File: config.mk
export PLATFORM = sky130hd
export DESIGN_NAME = alu_control_sequencer
export DESIGN_NICKNAME = d
export VERILOG_FILES = /design/src/rtl/alu_control_sequencer.sv
export SDC_FILE = /design/constraint.sdc
export NUM_CORES = 1
export LEC_CHECK = 0
export CAP_MARGIN = 20
export CORE_ASPECT_RATIO = 0.6
export CORE_MARGIN = 2
export CORE_UTILIZATION = 47
export CTS_CLUSTER_SIZE = 24
export DETAILED_ROUTE_END_ITERATION = 10
export PLACE_DENSITY_LB_ADDON = 0.12
export RECOVER_POWER = 25
export REMOVE_ABC_BUFFERS = 1
export SYNTH_ARGS = -nofsm -noshare
export SYNTH_HDL_FRONTEND = slang
export SYNTH_SLANG_ARGS = --single-unit
File: constraint.sdc
create_clock -name iClk -period 4.5 [get_ports iClk]
set_clock_uncertainty 0.1 [all_clocks]
set_input_delay 0.9 -clock iClk [delete_from_list [all_inputs] [get_ports iClk]]
set_output_delay 0.9 -clock iClk [all_outputs]
set_load 0.01 [all_outputs]
File: src/rtl/alu_control_sequencer.sv
// rtl/alu_control_sequencer.sv - hardwired fetch/decode/execute/write-back control unit for Datapath
//
// Purpose:
//   Owns the instruction register and a five-step sequencer (T0..T4) that drives
//   every Datapath control input for ALU-class instructions (R-type, I-type, unary).
//   Stops permanently in HALT on a HALT opcode or an unsupported opcode.
//
// Ports:
//   iClk, nRst          clock (rising edge), asynchronous active-low reset
//   iRun                issue instructions back to back while high
//   oBusy/oHalted/oIllegal/oRetired  host status
//   iMemData            instruction word, captured into IR at the end of T0
//   oPC_*               program-counter control
//   oRF_*               register-file write enable and A/B/C addresses
//   oRWB_en, oRA_en, oRB_en, oRZH_en, oRZL_en, oRAS_en  datapath register enables
//   oALU_Ctrl           ALU operation select
//   oMUX_*              datapath mux selects
//   oImm32              sign-extended immediate (non-zero only in T2 of an I-type)

package alu_isa_pkg;
    localparam logic [4:0] OP_ADD  = 5'h00;
    localparam logic [4:0] OP_SUB  = 5'h01;
    localparam logic [4:0] OP_AND  = 5'h02;
    localparam logic [4:0] OP_OR   = 5'h03;
    localparam logic [4:0] OP_SHL  = 5'h04;
    localparam logic [4:0] OP_SHR  = 5'h05;
    localparam logic [4:0] OP_ADDI = 5'h06;
    localparam logic [4:0] OP_ANDI = 5'h07;
    localparam logic [4:0] OP_ORI  = 5'h08;
    localparam logic [4:0] OP_NEG  = 5'h09;
    localparam logic [4:0] OP_NOT  = 5'h0A;
    localparam logic [4:0] OP_HALT = 5'h1F;

    localparam logic [3:0] ALU_ADD = 4'h0;
    localparam logic [3:0] ALU_SUB = 4'h1;
    localparam logic [3:0] ALU_AND = 4'h2;
    localparam logic [3:0] ALU_OR  = 4'h3;
    localparam logic [3:0] ALU_SHL = 4'h4;
    localparam logic [3:0] ALU_SHR = 4'h5;
    localparam logic [3:0] ALU_NEG = 4'h6;
    localparam logic [3:0] ALU_NOT = 4'h7;
endpackage

module alu_control_sequencer
    import alu_isa_pkg::*;
(
    input  logic        iClk,
    input  logic        nRst,
    input  logic        iRun,
    output logic        oBusy,
    output logic        oHalted,
    output logic        oIllegal,
    output logic [31:0] oRetired,
    input  logic [31:0] iMemData,
    output logic        oPC_nRst,
    output logic        oPC_en,
    output logic        oPC_jmp,
    output logic        oPC_loadRA,
    output logic        oPC_loadImm,
    output logic        oRF_Write,
    output logic [3:0]  oRF_AddrA,
    output logic [3:0]  oRF_AddrB,
    output logic [3:0]  oRF_AddrC,
    output logic        oRWB_en,
    output logic        oRA_en,
    output logic        oRB_en,
    output logic        oRZH_en,
    output logic        oRZL_en,
    output logic        oRAS_en,
    output logic [3:0]  oALU_Ctrl,
    output logic        oMUX_BIS,
    output logic        oMUX_RZHS,
    output logic        oMUX_WBM,
    output logic        oMUX_WBP,
    output logic        oMUX_MAP,
    output logic        oMUX_ASS,
    output logic [31:0] oImm32
);

    typedef enum logic [2:0] {
        S_RESET,
        S_IDLE,
        S_T0,
        S_T1,
        S_T2,
        S_T3,
        S_T4,
        S_HALT
    } state_t;

    state_t      r_state;
    state_t      w_next_state;
    logic [31:0] r_ir;
    logic [31:0] r_retired;
    logic        r_illegal;

    logic [4:0]  w_op;
    logic [3:0]  w_ra;
    logic [3:0]  w_rb;
    logic [3:0]  w_rc;
    logic [18:0] w_imm19;
    logic        w_is_r;
    logic        w_is_i;
    logic        w_is_u;
    logic        w_is_halt;
    logic [3:0]  w_alu_op;

    assign w_op    = r_ir[31:27];
    assign w_ra    = r_ir[26:23];
    assign w_rb    = r_ir[22:19];
    assign w_rc    = r_ir[18:15];
    assign w_imm19 = r_ir[18:0];

    // Opcode class and ALU mapping; anything not listed falls out as illegal.
    always_comb begin
        w_is_r    = 1'b0;
        w_is_i    = 1'b0;
        w_is_u    = 1'b0;
        w_is_halt = 1'b0;
        w_alu_op  = ALU_ADD;
        case (w_op)
            OP_ADD:  begin w_is_r = 1'b1; w_alu_op = ALU_ADD; end
            OP_SUB:  begin w_is_r = 1'b1; w_alu_op = ALU_SUB; end
            OP_AND:  begin w_is_r = 1'b1; w_alu_op = ALU_AND; end
            OP_OR:   begin w_is_r = 1'b1; w_alu_op = ALU_OR;  end
            OP_SHL:  begin w_is_r = 1'b1; w_alu_op = ALU_SHL; end
            OP_SHR:  begin w_is_r = 1'b1; w_alu_op = ALU_SHR; end
            OP_ADDI: begin w_is_i = 1'b1; w_alu_op = ALU_ADD; end
            OP_ANDI: begin w_is_i = 1'b1; w_alu_op = ALU_AND; end
            OP_ORI:  begin w_is_i = 1'b1; w_alu_op = ALU_OR;  end
            OP_NEG:  begin w_is_u = 1'b1; w_alu_op = ALU_NEG; end
            OP_NOT:  begin w_is_u = 1'b1; w_alu_op = ALU_NOT; end
            OP_HALT: w_is_halt = 1'b1;
            default: ;
        endcase
    end

    always_comb begin
        w_next_state = r_state;
        case (r_state)
            S_RESET: w_next_state = S_IDLE;
            S_IDLE:  w_next_state = iRun ? S_T0 : S_IDLE;
            S_T0:    w_next_state = S_T1;
            S_T1:    w_next_state = (w_is_r || w_is_i || w_is_u) ? S_T2 : S_HALT;
            S_T2:    w_next_state = S_T3;
            S_T3:    w_next_state = S_T4;
            S_T4:    w_next_state = iRun ? S_T0 : S_IDLE;
            S_HALT:  w_next_state = S_HALT;
            default: w_next_state = S_RESET;
        endcase
    end

    always_ff @(posedge iClk or negedge nRst) begin
        if (!nRst) begin
            r_state   <= S_RESET;
            r_ir      <= 32'd0;
            r_retired <= 32'd0;
            r_illegal <= 1'b0;
        end else begin
            r_state <= w_next_state;
            if (r_state == S_T0) begin
                r_ir <= iMemData;
            end
            if (r_state == S_T4) begin
                r_retired <= r_retired + 32'd1;
            end
            if (r_state == S_T1 && !(w_is_r || w_is_i || w_is_u || w_is_halt)) begin
                r_illegal <= 1'b1;
            end
        end
    end

    // Branch-related controls are never used by ALU-class instructions.
    assign oPC_jmp     = 1'b0;
    assign oPC_loadRA  = 1'b0;
    assign oPC_loadImm = 1'b0;
    assign oRAS_en     = 1'b0;
    assign oRetired    = r_retired;

    // Moore decode of state and IR. RESET decodes to all-zero so that an
    // asserted nRst forces every output low immediately (aborting a T4 write).
    always_comb begin
        oBusy     = 1'b0;
        oHalted   = 1'b0;
        oIllegal  = 1'b0;
        oPC_nRst  = 1'b1;
        oPC_en    = 1'b0;
        oRF_Write = 1'b0;
        oRF_AddrA = 4'd0;
        oRF_AddrB = 4'd0;
        oRF_AddrC = 4'd0;
        oRWB_en   = 1'b0;
        oRA_en    = 1'b0;
        oRB_en    = 1'b0;
        oRZH_en   = 1'b0;
        oRZL_en   = 1'b0;
        oALU_Ctrl = 4'd0;
        oMUX_BIS  = 1'b0;
        oMUX_RZHS = 1'b0;
        oMUX_WBM  = 1'b0;
        oMUX_WBP  = 1'b0;
        oMUX_MAP  = 1'b0;
        oMUX_ASS  = 1'b0;
        oImm32    = 32'd0;
        case (r_state)
            S_RESET: oPC_nRst = 1'b0;
            S_IDLE:  ;
            S_T0: begin
                oBusy    = 1'b1;
                oMUX_MAP = 1'b1;
                oPC_en   = 1'b1;
            end
            S_T1: begin
                oBusy = 1'b1;
                if (w_is_r || w_is_i || w_is_u) begin
                    oRF_AddrA = w_rb;
                    oRA_en    = 1'b1;
                end
                if (w_is_r) begin
                    oRF_AddrB = w_rc;
                    oRB_en    = 1'b1;
                end
            end
            S_T2: begin
                oBusy     = 1'b1;
                oALU_Ctrl = w_alu_op;
                oRZH_en   = 1'b1;
                oRZL_en   = 1'b1;
                if (w_is_i) begin
                    oMUX_BIS = 1'b1;
                    oImm32   = {{13{w_imm19[18]}}, w_imm19};
                end
            end
            S_T3: begin
                oBusy   = 1'b1;
                oRWB_en = 1'b1;
            end
            S_T4: begin
                oBusy     = 1'b1;
                oRF_AddrC = w_ra;
                oRF_Write = 1'b1;
            end
            S_HALT: begin
                oHalted  = 1'b1;
                oIllegal = r_illegal;
            end
            default: oPC_nRst = 1'b0;
        endcase
    end

endmodule

Yosys cells after proc, flatten, opt, wreduce, memory -nomap -nowiden. Cells that the tools add are included.

$add $sub $neg: 1. Mux-type cells: 30. Eq/ne operators: 18. Multiply operators: 0. Div/mod/pow operators: 0. Reductions and logical operators: 14. Bitwise gates (word level): 0. Shift operators: 0. Magnitude comparators: 0.

Operator list (number): $mux W32 (2); $pmux W3 S7 (2); $add A32 B1 Y32 const B (1); $mux W4 (6); $eq A5 B3 Y1 const B (4); $mux W1 (18); $eq A5 B4 Y1 const B (3); $eq A3 B3 Y1 const B (4); $eq A5 B2 Y1 const B (2); $reduce_or A2 Y1 (4); $eq A3 B2 Y1 const B (2); $reduce_or A6 Y1 (1); $eq A5 B1 Y1 const B (1); $eq A5 B5 Y1 const B (1); $logic_not A5 Y1 (1); $reduce_or A5 Y1 (1); $mux W2 (2); $eq A3 B1 Y1 const B (1); $logic_not A3 Y1 (1); $logic_or A1 B1 Y1 (3); $reduce_or A3 Y1 (1); $logic_and A1 B1 Y1 (1); $logic_not A1 Y1 (1).

RAM bits: 0. ROM bits: 0. Memories kept: 0. Output and inout port bits: 101. Input bits: 35. Register bits after elaboration: 68. Bits in latches: 0.

Longest topological paths before layout. Gate-level depths: netlist of the first run.

Depth in word-level cells: 8. Mapped depth: 7. Depth with buffers taken out: 5.

Worst setup path before layout of the first run. Ideal clock, no wire load.

Kind: reg-to-output. Start point: register r_state[0]. End point: output oImm32[19]. Arrival time: 1995 ps. Cell stages (with the launch flop): 8. Setup slack: 1505 ps. Required time: 3500 ps. Cells stage by stage: dfrtp_1 -> buf_2 -> nor3b_1 -> nand2b_1 -> nor2_1 -> clkbuf_2 -> and2_1 -> buf_4.

Longest elaborated chain between the ends: 2.

Ends and longest elaborated chain: from (decl) (RTL line 91) `state_t r_state;`; from (signal assigned) (RTL line 160) `r_state <= w_next_state;`; $eq A3 B3 Y1 (RTL line 205) `case (r_state)`; $mux W32 (RTL line 205); to (decl) (RTL line 77) `output logic [31:0] oImm32`.

No other way between the ends.

==> out/qor.yml, run 1 <==
critical_path:
  ff2ff_path_depth: 4
  critPathKind: "reg -> out"
  end_kind: "primary output"
  worstReg2RegEnd: "oRetired[21]"
  cp_data_required_time_ps: 3500
  rrSetupSlack_ps: 2190
  cp-start-kind: "flip-flop"
  cp.arrival_ps: 2860
  crit_fanout: 20
yosys:
  async_flop_share: 1.000
  avgSynthCellArea_um2: 11.28
  ys_seq_area_frac: 0.4915
  ys_ff_latch: 68
  synthSimpleGateAreaFrac: 0.2136
  syn_area_um2: 3462
  synth-xor-area-share: 0.07842
  synth_compound_area_frac: 0.02421
  synth_cells: 307
  synth_top_family_by_area: "simple AND/OR/NAND/NOR gates"
  synth-edff-count: 0
  ys.flop_type: "dfrtp_1"
  synth_mux_area_frac: 0.1070
  ys.warnings.count: 0
  synth_cell_types: 39
  synthAdderAreaFrac: 0.003614
power:
  pwr-share-comb: 0.317
  power_density_nw_per_um2: 491.5
  p_sw_uw: 738.1
  vdd_drop_max_mv: 0.2387
  p_clk_frac: 0.283
  seqPwrFrac: 0.400
  power_mw: 2.406
  swShare: 0.3068
  p_int_mw: 1.668
  p_leak_nw: 2.021
final_layout:
  antenna_cells: 0
  drive_gt1_frac: 0.1274
  final_nets: 455
  syn_to_final_growth_pct: 41.38
  final_common_cell: "clkdlybuf4s50_1"
  mostFrequentLayoutCells: "124 x clkdlybuf4s50_1, 68 x dfrtp_1, 36 x and2_1, 32 x mux2_2, 28 x xnor2_1"
run:
  cap_violations: 1
detailed_routing:
  firstDrtPassIters: 4
  drt_drc_violations_left: 0
  finalWirelength_um: 8206
  wl_per_cell_um: 15.93
  antenna_left: 0
  first_iter_violations: 146
  vias_per_cell: 5.109
  vias: 2631
worst_hold_path:
  holdPathEnd: "r_illegal"
  holdPathStages: 1
  hold_start: "r_illegal"
  min_path_type: "reg -> reg"
cts:
  cts_max_path_buffers: 2
  clock-sinks: 68
  htreeDepth: 3
  cts_root_buf: "clkbuf_16"
  postCtsResizedCells: 0
  cts_setup_buffers: 0
  cts.clk_slew.worst_paths_ps: 50
  clkLatencyLatePin_ps: 340
  cts_buffers: 9
  cts_tree: "done"
  holdBufCountCts: 0
floorplan:
  dieWidth_um: 114.8
  ioPinCount: 136
  rows: 24
  initial_core_util: 0.4804
  dieArea_um2: 8091
  die_h_um: 70.48
  core_um2: 7207
grt:
  grt_use_met1: 0.3159
  busiest_layer: "met1"
  antenna_found_initial: 0
  grtUsageMet2: 0.3051
  grt.total_usage: 0.2185
  grt_pass1_wl_um: 13360
  grt_overflow: 0
  grt_start_max_net_pins: 39
  gr-usage-met3: 0.08247
  grt_pass1_vias: 2521
timing:
  tightestPinTransition_ps: 1610
  fin_crit_sh: 0.8578
  final_hold_viol_count: 0
  finalMaxSlewViolations: 32
  fmax_mhz: 259.0
  tns_ps: 0
  period_minus_slack_ps: 3860
  finalSetupViolCount: 0
  slew_headroom: -0.07325
  rsz0062_at_grt: "no"
status:
  violations: "capacitance limit, slew limit"
  status: "complete, but fails checks"
placed_design:
  port-buffer-count: 126
  gp_congestion: 0.8122
  dp_hpwl_um: 5917
[cells in the mapped netlist, types with 2 or more instances]
library cell / n / area (um^2)
dfrtp_1: 68 / 1702
and2_1: 36 / 225.2
mux2_2: 32 / 360.4
buf_4: 29 / 217.7
xnor2_1: 28 / 245.2
nand4_1: 17 / 106.4
nand2_1: 14 / 52.55
nand3_1: 11 / 55.05
nor2_1: 9 / 33.78
and3_1: 6 / 37.54
inv_1: 6 / 22.52
o21ai_0: 6 / 30.03
a21oi_1: 3 / 15.01
and4_1: 3 / 26.28
buf_2: 3 / 15.01
nand2b_1: 3 / 18.77
nor3_1: 3 / 15.01
nor3b_1: 3 / 22.52
xor2_1: 3 / 26.28
a21o_1: 2 / 15.01
clkbuf_1: 2 / 7.510
nand3b_1: 2 / 15.01
nor4_4: 2 / 42.54
[through the flow]
step                std cells    util  hold slack [ps]  setup WS (ps)  area, um^2
floorplan                 279       -            325.2          431.6        3236
global placement          499  0.6422            343.4           1095        4628
detailed placement        499  0.6422            355.4          943.7        4628
CTS                       515  0.6818            368.5          571.9        4913
global route              515  0.6792            389.7          400.1        4895
finish                    515  0.6792            368.6          639.7        4895
[critical path: stages, from the launching register on]
cell and delay (ps):
dfrtp_1 560, nor3b_1 380, nand2b_1 180, nor2_1 150, buf_4 220, and2_1 400
clkdlybuf4s50_1 630
[state kept, by name, indices dropped and copies added (netlist names), named ones only]
name and cells:
oRetired 32, r_ir 32, r_state 2, r_illegal 1
[how the worst max path moves through the flow]
stage / startpoint / to / slack, ps / cells past startpoint
2_1_floorplan: flip-flop / oImm32[18] / 430 / 4
3_3_place_gp: flip-flop / oImm32[30] / 1100 / 6
3_5_place_dp: flip-flop / oImm32[20] / 940 / 6
4_1_cts: flip-flop / oImm32[20] / 570 / 6
5_1_grt: flip-flop / oImm32[20] / 400 / 6
6_report: flip-flop / oImm32[20] / 640 / 6
[per-layer routing]
| layer | part of all wire | vias up |
|---|---|---|
| met5 | 0 | - |
| met1 | 0.49 | 1291 |
| met2 | 0.43 | 85 |
| li1 | - | 1247 |
| met3 | 0.065 | 8 |
| met4 | 0.011 | 0 |
[power groups by stage]
stage | sequential, mW | combinational [mW] | clock [mW]
5_1_grt | 0.995 | 0.829 | 0.720
2_1_floorplan | 0.932 | 0.463 | 0
6_report | 0.962 | 0.763 | 0.681
4_1_cts | 0.966 | 0.777 | 0.700
3_3_place_gp | 0.960 | 0.761 | 0
3_5_place_dp | 0.975 | 0.772 | 0
[cell type report]
| class | instances | area (um^2) |
|---|---|---|
| multi-input combinational | 205 | 1496 |
| timing repair buffer | 129 | 1275 |
| sequential | 68 | 1702 |
| fill | 558 | 2312 |
| clock buffer | 11 | 232.7 |
| clock inverter | 5 | 52.55 |
| tap | 91 | 113.9 |
| inverter | 6 | 22.52 |
[cells by family after synthesis]
group | Yosys count
xor+xnor | 31
compound gates | 14
simple gates | 117
mux | 33
other cells | 1
flops | 68
buf+inv | 42
fa+ha+maj | 1
Power figures use the tool's default switching activity.
==> run 2: changes to the inputs <==
--- a/config.mk
+++ b/config.mk
@@ -5,7 +5,6 @@
 export SDC_FILE = /design/constraint.sdc
 export NUM_CORES = 1
 export LEC_CHECK = 0
-export CAP_MARGIN = 20
 export CORE_ASPECT_RATIO = 0.6
 export CORE_MARGIN = 2
 export CORE_UTILIZATION = 47
==> results of run 2 <==
The final DEF is identical to that of run 1; final timing and power are the same.
